**src/rtl/flop_dp_pkg.sv**
```systemverilog
// Shared types and defaults for the two-phase master/slave flop model.
// The phase bundle plus the overlap and complement rules used by the checker.
package flop_dp_pkg;

    typedef struct packed {
        logic ph1;
        logic ph1b;
        logic ph2;
        logic ph2b;
    } phase_t;

    localparam logic DEFAULT_RESET_VAL       = 1'b0;
    localparam bit   DEFAULT_FLOW_ON_OVERLAP = 1'b1;

    function automatic logic phase_overlap(phase_t p);
        return p.ph1 & p.ph2;
    endfunction

    // A complement rail equal to its true phase means the pair is broken.
    function automatic logic phase_compl_bad(phase_t p);
        return (p.ph1b == p.ph1) | (p.ph2b == p.ph2);
    endfunction

endpackage

```
**src/rtl/flop_dp_1p5x_if.sv**
```systemverilog
// Data, phase rails and status outputs of the two-phase flop.
// The master modport drives data and phases; the slave modport is the flop itself.
interface flop_dp_1p5x_if;
    logic d;
    logic ph1;
    logic ph1b;
    logic ph2;
    logic ph2b;
    logic q;
    logic master_q;
    logic overlap_err;
    logic compl_err;

    modport master (
        output d, ph1, ph1b, ph2, ph2b,
        input  q, master_q, overlap_err, compl_err
    );

    modport slave (
        input  d, ph1, ph1b, ph2, ph2b,
        output q, master_q, overlap_err, compl_err
    );
endinterface

```
**src/rtl/dp_latch_cell.sv**
```systemverilog
// One enable-gated state bit with synchronous reset.
// Used twice, once as the master latch and once as the slave latch.
module dp_latch_cell #(
    parameter logic RESET_VAL = 1'b0
) (
    input  logic clk,
    input  logic reset,
    input  logic en,
    input  logic d,
    output logic q
);

    logic state_d;
    logic state_q;

    always_comb begin
        state_d = state_q;
        if (en) begin
            state_d = d;
        end
    end

    always_ff @(posedge clk) begin
        if (reset) begin
            state_q <= RESET_VAL;
        end else begin
            state_q <= state_d;
        end
    end

    assign q = state_q;

endmodule

```
**src/rtl/flop_dp_1p5x.sv**
```systemverilog
// Cycle-based stand-in for a dual-latch master/slave cell clocked by ph2/ph1.
// Phase rails are sampled on clk; overlap and broken complements raise sticky flags.
module flop_dp_1p5x
    import flop_dp_pkg::*;
#(
    parameter logic RESET_VAL       = DEFAULT_RESET_VAL,
    parameter bit   FLOW_ON_OVERLAP = DEFAULT_FLOW_ON_OVERLAP
) (
    input logic            clk,
    input logic            reset,
    flop_dp_1p5x_if.slave  bus
);

    phase_t ph;
    logic   master_st;
    logic   slave_st;
    logic   slave_din;
    logic   overlap_err_d;
    logic   overlap_err_q;
    logic   compl_err_d;
    logic   compl_err_q;

    assign ph = {bus.ph1, bus.ph1b, bus.ph2, bus.ph2b};

    // During overlap the slave either sees d flowing through the open master
    // or the master's value from before this edge.
    always_comb begin
        slave_din = master_st;
        if (ph.ph2 && FLOW_ON_OVERLAP) begin
            slave_din = bus.d;
        end
    end

    dp_latch_cell #(.RESET_VAL(RESET_VAL)) u_master (
        .clk   (clk),
        .reset (reset),
        .en    (ph.ph2),
        .d     (bus.d),
        .q     (master_st)
    );

    dp_latch_cell #(.RESET_VAL(RESET_VAL)) u_slave (
        .clk   (clk),
        .reset (reset),
        .en    (ph.ph1),
        .d     (slave_din),
        .q     (slave_st)
    );

    always_comb begin
        overlap_err_d = overlap_err_q | phase_overlap(ph);
        compl_err_d   = compl_err_q | phase_compl_bad(ph);
    end

    always_ff @(posedge clk) begin
        if (reset) begin
            overlap_err_q <= 1'b0;
            compl_err_q   <= 1'b0;
        end else begin
            overlap_err_q <= overlap_err_d;
            compl_err_q   <= compl_err_d;
        end
    end

    assign bus.q           = slave_st;
    assign bus.master_q    = master_st;
    assign bus.overlap_err = overlap_err_q;
    assign bus.compl_err   = compl_err_q;

endmodule

```
**src/flat_wrapper.sv**
```systemverilog
// flat-port wrapper written by rule: the top's interface ports become plain ports
module flop_dp_1p5x_flat import flop_dp_pkg::*;
#(
    parameter logic RESET_VAL       = DEFAULT_RESET_VAL,
    parameter bit   FLOW_ON_OVERLAP = DEFAULT_FLOW_ON_OVERLAP
)
  (clk, reset, bus_d, bus_ph1, bus_ph1b, bus_ph2, bus_ph2b, bus_q, bus_master_q, bus_overlap_err, bus_compl_err);
  flop_dp_1p5x_if bus_i ();
  input logic clk;
  input logic reset;
  input wire logic [$bits(bus_i.d)-1:0] bus_d;
  input wire logic [$bits(bus_i.ph1)-1:0] bus_ph1;
  input wire logic [$bits(bus_i.ph1b)-1:0] bus_ph1b;
  input wire logic [$bits(bus_i.ph2)-1:0] bus_ph2;
  input wire logic [$bits(bus_i.ph2b)-1:0] bus_ph2b;
  output wire logic [$bits(bus_i.q)-1:0] bus_q;
  output wire logic [$bits(bus_i.master_q)-1:0] bus_master_q;
  output wire logic [$bits(bus_i.overlap_err)-1:0] bus_overlap_err;
  output wire logic [$bits(bus_i.compl_err)-1:0] bus_compl_err;
  assign bus_i.d = bus_d;
  assign bus_i.ph1 = bus_ph1;
  assign bus_i.ph1b = bus_ph1b;
  assign bus_i.ph2 = bus_ph2;
  assign bus_i.ph2b = bus_ph2b;
  assign bus_q = bus_i.q;
  assign bus_master_q = bus_i.master_q;
  assign bus_overlap_err = bus_i.overlap_err;
  assign bus_compl_err = bus_i.compl_err;
  flop_dp_1p5x #(.RESET_VAL(RESET_VAL), .FLOW_ON_OVERLAP(FLOW_ON_OVERLAP)) u_core (.clk(clk), .reset(reset), .bus(bus_i));
endmodule
```
**config.mk**
```make
export PLATFORM = sky130hd
export DESIGN_NAME = flop_dp_1p5x_flat
export DESIGN_NICKNAME = d
export VERILOG_FILES = /design/src/rtl/flop_dp_pkg.sv /design/src/rtl/flop_dp_1p5x_if.sv /design/src/rtl/dp_latch_cell.sv /design/src/rtl/flop_dp_1p5x.sv /design/src/flat_wrapper.sv
export SDC_FILE = /design/constraint.sdc
export NUM_CORES = 1
export LEC_CHECK = 0
export ABC_AREA = 0
export CORE_AREA = 2 2 39 41
export CTS_BUF_LIST = sky130_fd_sc_hd__clkbuf_4 sky130_fd_sc_hd__clkbuf_8
export CTS_CLUSTER_SIZE = 14
export DETAILED_ROUTE_END_ITERATION = 8
export DIE_AREA = 0 0 41 43
export PLACE_DENSITY_LB_ADDON = 0.15
export SLEW_MARGIN = 30
export SYNTH_ARGS = -nofsm -noshare
export SYNTH_HDL_FRONTEND = slang
export SYNTH_SLANG_ARGS = --single-unit
```
**constraint.sdc**
```tcl
create_clock -name clk -period 1.7 [get_ports clk]
set_input_delay 0.255 -clock clk [delete_from_list [all_inputs] [get_ports clk]]
set_output_delay 0.255 -clock clk [all_outputs]
set_load 0.01 [all_outputs]
```
==> results.rst <==
.. list-table::
   :header-rows: 1

   * - Metric
     - Value
   * - Post-Synthesis Cell Area
     - 146 µm²
   * - Final-layout fill cell count
     - 151
   * - Maximum fanout along the worst path
     - 2
   * - Antenna violations before repair
     - 0
   * - Final-report hold violation count
     - 0
   * - Die outline area
     - 1760 µm²
   * - Number of levels the H-tree was split into
     - 1
   * - Remaining antenna violation count after routing
     - 0
   * - TritonCTS clock tree
     - built
   * - Slowest-stage cell, CP
     - sky130_fd_sc_hd__clkdlybuf4s50_1
   * - Period minus WS final
     - 1340 ps
   * - Hold/Removal Path Class
     - reg2reg
   * - # DRC
     - 0
   * - Yosys synthesis warning count
     - 0
   * - Net switching component of the power
     - 0.0614 mW
   * - Final instance count without filler cells
     - 43
   * - Unique cell type count in the Yosys netlist
     - 8
   * - Transition time at the pin with the least slew margin
     - 225 ps
   * - Data arrival time of the critical path
     - 1090 ps
   * - Global-route congestion overflow total
     - 0
   * - Relative slew slack
     - 84.6%
   * - Net switching share of the total power
     - 22.6%
   * - Worst-path cell chain
     - clkdlybuf4s50_1
   * - Source of the worst hold timing path
     - u_core.bus.compl_err
   * - Number of violations reported at the end of detailed-routing iteration 0
     - 4
   * - Share of the synthesized area in compound gates (AO/OA/AOI/OAI)
     - 16.2%
   * - Total Nets Final
     - 36
   * - Buffer depth of the longest clock path
     - 2
   * - Reg2Reg Depth
     - 2
   * - Routability congestion estimate from global placement
     - 0.620
   * - Number of synthesized register bits
     - 4
   * - CTS sink count
     - 4
   * - Area of the core region
     - 1380 µm²
   * - Max rail drop VDD
     - 0.226 mV
   * - RSZ-0062 raised after global routing
     - no
   * - Hold Path End
     - u_core.bus.compl_err
   * - Fmax
     - 744 MHz
   * - Leakage power total
     - 0.115 nW
   * - Worst r2r src
     - u_core.u_master.q
   * - Type of destination of the critical path
     - output pin
   * - Count of boundary I/O pins
     - 11
   * - TritonCTS Buffers
     - 3
   * - Final core utilization
     - 20.9%
   * - Proportion of synthesized chip area in sequential cells
     - 54.7%
   * - Number of buffers inserted by port buffering
     - 10
   * - Number of cells on the worst hold path
     - 2
   * - Average wire per cell in the routed design
     - 9.35 µm
   * - Clock latency on the worst-skew pair
     - 230 ps
   * - First-pass iteration count of the detailed router
     - 4
   * - Finish-stage setup viols
     - 0
   * - Via count
     - 142
   * - Total routed wirelength
     - 402 µm
   * - Critical path class
     - reg2out
   * - Average instance area after synthesis
     - 10.5 µm²
   * - CP peak stage delay
     - 530 ps
   * - Required time at the endpoint of the critical path
     - 1440 ps
   * - Combined global-route utilization of all metal layers
     - 6.42%
   * - CP startpoint kind
     - register
   * - Cell type group with the largest total delay on the critical path
     - buffers and inverters
   * - Portion of total power attributed to sequential cells
     - 38.4%
   * - Initial cell density of the core
     - 10.6%
   * - Reg-to-reg critical path endpoint
     - u_core.u_slave.q
   * - Fraction of layout instances using a drive strength above 1
     - 14.8%
   * - Die X
     - 41 µm
   * - Wire length of the first global-routing pass
     - 614 µm
   * - Largest net degree at the start of global routing
     - 5
   * - Clock-pin slew of the registers on the worst-case setup and hold paths
     - 40 ps
   * - Power density over cell area
     - 938 nW/µm²
   * - Xor-xnor portion of the synthesized cell area
     - 12.0%
   * - Run status
     - finished, final reports clean
   * - Post-synthesis share of cell area spent on and, or, nand and nor gates
     - 7.69%
   * - Internal power of the cells
     - 0.210 mW
   * - Clock tree skew after final layout
     - 0.00361 ps
   * - Count of buffering cells on the critical path with inverters included
     - 1
   * - Antenna diodes
     - 0
   * - Height of the die
     - 43 µm
   * - Post-CTS repair timing setup buffer count
     - 0
   * - Vias in the first global route
     - 154
   * - Post-Route Setup TNS
     - 0 ps
   * - Combinational family with the most area after synthesis
     - compound AO/OA/AOI/OAI gates
   * - Row cnt
     - 14
   * - Inst Count DP
     - 40
   * - Net Count, Synth
     - 21
   * - Post-synthesis adder-cell area fraction
     - 0%
   * - Vias per std cell
     - 3.30
   * - CTS root buf
     - sky130_fd_sc_hd__clkbuf_4
   * - Share of cell area taken by muxes after synthesis
     - 6.84%
   * - Final Max Tran Viols
     - 0
   * - Comb pwr share
     - 17.2%
   * - # hold bufs at CTS
     - 0
   * - Share of power burned in the clock network
     - 44.4%
   * - Number of instances resized during post-cts repair
     - 0
   * - Gate count after technology mapping
     - 14
   * - Relative area change from synthesis to final layout
     - 97.4%
   * - Final period util
     - 79.0%
   * - Setup slack on the worst flop-to-flop path
     - 980 ps
   * - Max-capacitance violation count
     - 0
   * - Post-DP HPWL
     - 318 µm
## final cells by class
type / count / area (µm²) / share of cell area [%]
Sequential cell: 4 / 80.1 / 27.7
Inverter: 1 / 3.75 / 1.30
Multi-Input combinational cell: 9 / 62.6 / 21.6
Clock buffer: 3 / 22.5 / 7.79
Tap cell: 16 / 20.0 / 6.93
Timing Repair Buffer: 10 / 100 / 34.6
## state kept, by name, summed over array words and instances, names as in the netlist
signal and cells:
u_core.u_slave.q 1, u_core.u_master.q 1, u_core.bus.overlap_err 1, u_core.bus.compl_err 1
## kinds of logic (layout without fill, tap and decap cells)
kind of cell / after synthesis / count (layout)
xor gates and xnor gates: 2 / 2
AOI/OAI and AO/OA: 3 / 3
muxes: 1 / 1
DFF: 4 / 4
buffers and inverters: 1 / 14
and+or+nand+nor: 3 / 3
## per-layer routing
layer / wire (µm) / vias to the layer above / GRT usage, %
met5: 0 / - / 0
met4: 0 / 0 / 8.00
met3: 77 / 0 / 7.85
met2: 168 / 9 / 5.94
met1: 156 / 60 / 5.77
li1: - / 73 / -
## cells in the mapped netlist
cell type / number / area [µm²]
sky130_fd_sc_hd__a21oi_1: 1 / 5.00
sky130_fd_sc_hd__a211oi_2: 1 / 12.5
sky130_fd_sc_hd__a31oi_1: 1 / 6.26
sky130_fd_sc_hd__mux2i_1: 1 / 10.0
sky130_fd_sc_hd__nor2_1: 3 / 11.3
sky130_fd_sc_hd__inv_1: 1 / 3.75
sky130_fd_sc_hd__dfxtp_1: 4 / 80.1
sky130_fd_sc_hd__xor2_1: 2 / 17.5
## power by group through the flow
stage / logic (mW) / registers, mW / clock network (mW)
floorplan: 0.0113 / 0.109 / 0
global placement: 0.0474 / 0.106 / 0
detailed placement: 0.0475 / 0.106 / 0
CTS: 0.0476 / 0.104 / 0.125
global route: 0.0511 / 0.105 / 0.130
finish: 0.0467 / 0.104 / 0.120
## worst register-to-register path, cell delays in order, from the launching register on
cell and delay, ps:
sky130_fd_sc_hd__dfxtp_1 300, sky130_fd_sc_hd__mux2i_1 200, sky130_fd_sc_hd__a211oi_2 100
## layout by cell type, fill, tap and decap left out
| cell type | Yosys | final |
|---|---|---|
| sky130_fd_sc_hd__clkdlybuf4s50_1 | 0 | 10 |
| sky130_fd_sc_hd__dfxtp_1 | 4 | 4 |
| sky130_fd_sc_hd__nor2_1 | 3 | 3 |
| sky130_fd_sc_hd__clkbuf_4 | 0 | 3 |
| sky130_fd_sc_hd__xor2_1 | 2 | 2 |
| sky130_fd_sc_hd__mux2i_1 | 1 | 1 |
| sky130_fd_sc_hd__inv_1 | 1 | 1 |
| sky130_fd_sc_hd__a31oi_1 | 1 | 1 |
| sky130_fd_sc_hd__a21oi_1 | 1 | 1 |
| sky130_fd_sc_hd__a211oi_2 | 1 | 1 |
## stage by stage
step	hold slack, ps	total power, mW	setup slack [ps]	cell area, µm²
6_report	470	0.271	356	289
2_1_floorplan	320	0.120	969	146
5_1_grt	499	0.286	305	289
3_3_place_gp	453	0.153	380	267
4_1_cts	477	0.277	339	289
3_5_place_dp	470	0.153	382	267
## worst max path at each step
stage | from | end | slack (ps) | depth (start not counted)
6_report | u_core.bus.overlap_err | bus_overlap_err | 360 | 1
5_1_grt | u_core.u_master.q | bus_master_q | 310 | 1
4_1_cts | u_core.u_master.q | bus_master_q | 340 | 1
3_5_place_dp | bus_ph2 | u_core.u_slave.q | 380 | 3
3_3_place_gp | bus_ph2 | u_core.u_slave.q | 380 | 3
2_1_floorplan | u_core.u_master.q | u_core.u_slave.q | 970 | 2
Note: power is estimated with default switching activity, not from simulation.
==> RTL edit (same settings) <==
Reset style: asynchronous (`reset`), changed in 2 clocked blocks. Comments in the files are not updated.
--- a/src/rtl/dp_latch_cell.sv
+++ b/src/rtl/dp_latch_cell.sv
@@ -22,3 +22,3 @@
 
-    always_ff @(posedge clk) begin
+    always_ff @(posedge clk or posedge reset) begin
         if (reset) begin
--- a/src/rtl/flop_dp_1p5x.sv
+++ b/src/rtl/flop_dp_1p5x.sv
@@ -54,3 +54,3 @@
 
-    always_ff @(posedge clk) begin
+    always_ff @(posedge clk or posedge reset) begin
         if (reset) begin
Function: differs if reset is asserted again (counterexample within 4 cycles, from zero or initial values and one cycle with reset high); with reset held inactive, the same outputs for 10 cycles.
==> RTL edit against the original RTL <==
- routed wire length down 12%
- design area rose by 6.9%
- register-to-register slack worse by 300 ps
- total power about the same
- maximum frequency down 1.5%
- area after synthesis grew 14%
- global-route usage shrank 0.77 points
- setup slack worse by 20 ps
- final cell count shrank 7.0%
- sequential cell count is the same
==> RTL edit: results (changes against the original RTL) <==
Outcome
Run status: finished clean (unchanged).

Detailed routing
The total via count after detailed routing was 126 (was 142). The number of detailed-routing iterations run before antenna repair was 1 (was 4). The routed metal-1 wire length is 145 microns (was 156 microns). The post-detailed-routing wire length is 354 microns (was 402 microns).

The DRC marker count from the first detailed-route iteration was 0 (was 4). The total length of routed met2 wires is 151 microns (was 168 microns). The per-cell via count in the routed design came to 3.15 (was 3.30).

Setup path
The end of the worst register-to-register path is u_core.u_slave.q$_DFFE_PP0P_ (was u_core.u_slave.q$_SDFFE_PP0P_). The destination of the critical timing path is bus_master_q (was bus_overlap_err). The kind of cell adding the most delay to the critical path was buffers and inverters (unchanged).

The source of the worst register-to-register timing path is u_core.u_master.q$_DFF_PP0_ (was u_core.u_master.q$_SDFF_PP0_). The data arrival time of the critical path came to 1110 ps (was 1090 ps). The worst reg-to-reg setup slack is 680 ps (was 980 ps).

Yosys
The prevailing post-synth register cell is sky130_fd_sc_hd__dfrtp_1 (was sky130_fd_sc_hd__dfxtp_1). The fraction of synthesized cell area taken by the top area cell type is 60.2% (was 54.7%). The share of async-settable or async-resettable flops after synthesis is 100% (was 0%). The post-synth net total is 18 (was 21).

Leading post-synthesis cells by instance count: sky130_fd_sc_hd__dfrtp_1, sky130_fd_sc_hd__mux2_4, sky130_fd_sc_hd__xnor2_1 (was sky130_fd_sc_hd__dfxtp_1, sky130_fd_sc_hd__nor2_1, sky130_fd_sc_hd__xor2_1). The sequential element share of the synthesized area is 60.2% (was 54.7%). The post-synthesis cell type count is 6 (was 8).

Ranking of synthesized cells by area: sky130_fd_sc_hd__dfrtp_1, sky130_fd_sc_hd__mux2_4, sky130_fd_sc_hd__xnor2_1 (was sky130_fd_sc_hd__dfxtp_1, sky130_fd_sc_hd__xor2_1, sky130_fd_sc_hd__a211oi_2). The number of instances in the synthesized netlist was 11 (was 14).

Finish
The final cell area excluding filler cells was 309 sq um (was 289 sq um). The clock-cell share of area is 7.29% (was 7.79%). The number of fill cells in the layout is 157 (was 151). The number of ordinary inverters in the final layout was 1 (unchanged). The share of cell area taken by multi-input logic gates was 20.2% (was 21.6%).

The ratio of cells with drive above 1 in the final layout was 25.0% (was 14.8%). The count of flip-flops and latches is 4 (unchanged). The non-clock buffering overhead in the final layout was 32.4% (was 34.6%). The number of multi-input logic gates was 6 (was 9). The sequential fraction of total cell area is 32.4% (was 27.7%).

Placement
The cell count after placement is 37 (was 40). The worst-case setup slack after placement came to 185 ps (was 382 ps). The weighted congestion at the end of routability-driven global placement came to 0.553 (was 0.620).

The post-place instance area was 287 sq um (was 267 sq um).

Global routing
The via count of the first global-routing pass is 146 (was 154). The global router's overall resource usage came to 5.65% (was 6.42%).

Hold path
The class of the most critical hold timing path is input pin to async pin (was flip-flop to flip-flop).

Pwr
The leakage power of the design was 0.000124 uW (was 0.000115 uW). The peak supply drop is 0.159 mV (was 0.226 mV).

Timing
The measured slew at the worst slew-check pin is 179 ps (was 225 ps). The clock skew is 0.00437 ps (was 0.00361 ps).
## RTL edit: cell types whose count changed after synthesis, moves of 2 or more
cell / unedited run / this run
sky130_fd_sc_hd__dfrtp_1: 0 / 4
sky130_fd_sc_hd__dfxtp_1: 4 / 0
sky130_fd_sc_hd__nor2_1: 3 / 0
sky130_fd_sc_hd__mux2_4: 0 / 2
sky130_fd_sc_hd__xnor2_1: 0 / 2
sky130_fd_sc_hd__xor2_1: 2 / 0
## RTL edit: power by group
part	internal [uW]	switching (uW)	leakage, uW	total [uW]
clock	79.0	39.2	0.0000138	118
combinational	33.6	14.3	0.0000695	47.9
sequential	102	3.20	0.0000409	105
total	214	56.7	0.000124	271
## RTL edit: per-layer routing
layer | global-route usage, % | up-vias
met3 | 4.71 | 0
met5 | 0 | -
met1 | 6.19 | 54
met2 | 5.94 | 7
li1 | - | 65
met4 | 6.00 | 0
## RTL edit: how the worst min path moves through the flow
| stage | to | slack (ps) | cells past startpoint |
|---|---|---|---|
| 5_1_grt | u_core.u_master.q$_DFF_PP0_ | 220 | 2 |
| 4_1_cts | u_core.u_master.q$_DFF_PP0_ | 200 | 2 |
| 2_1_floorplan | u_core.bus.compl_err$_DFF_PP0_ | 20 | 1 |
| 6_report | u_core.bus.overlap_err$_DFF_PP0_ | 200 | 2 |
| 3_5_place_dp | u_core.bus.overlap_err$_DFF_PP0_ | 460 | 2 |
| 3_3_place_gp | u_core.bus.overlap_err$_DFF_PP0_ | 450 | 1 |
## RTL edit: kinds of logic after synthesis
| family | share of synthesized area (%) |
|---|---|
| flops | 60.2 |
| simple gates | 3.76 |
| compound gates | 5.26 |
| xor+xnor | 10.5 |
| mux | 18.0 |
| buf+inv | 2.25 |
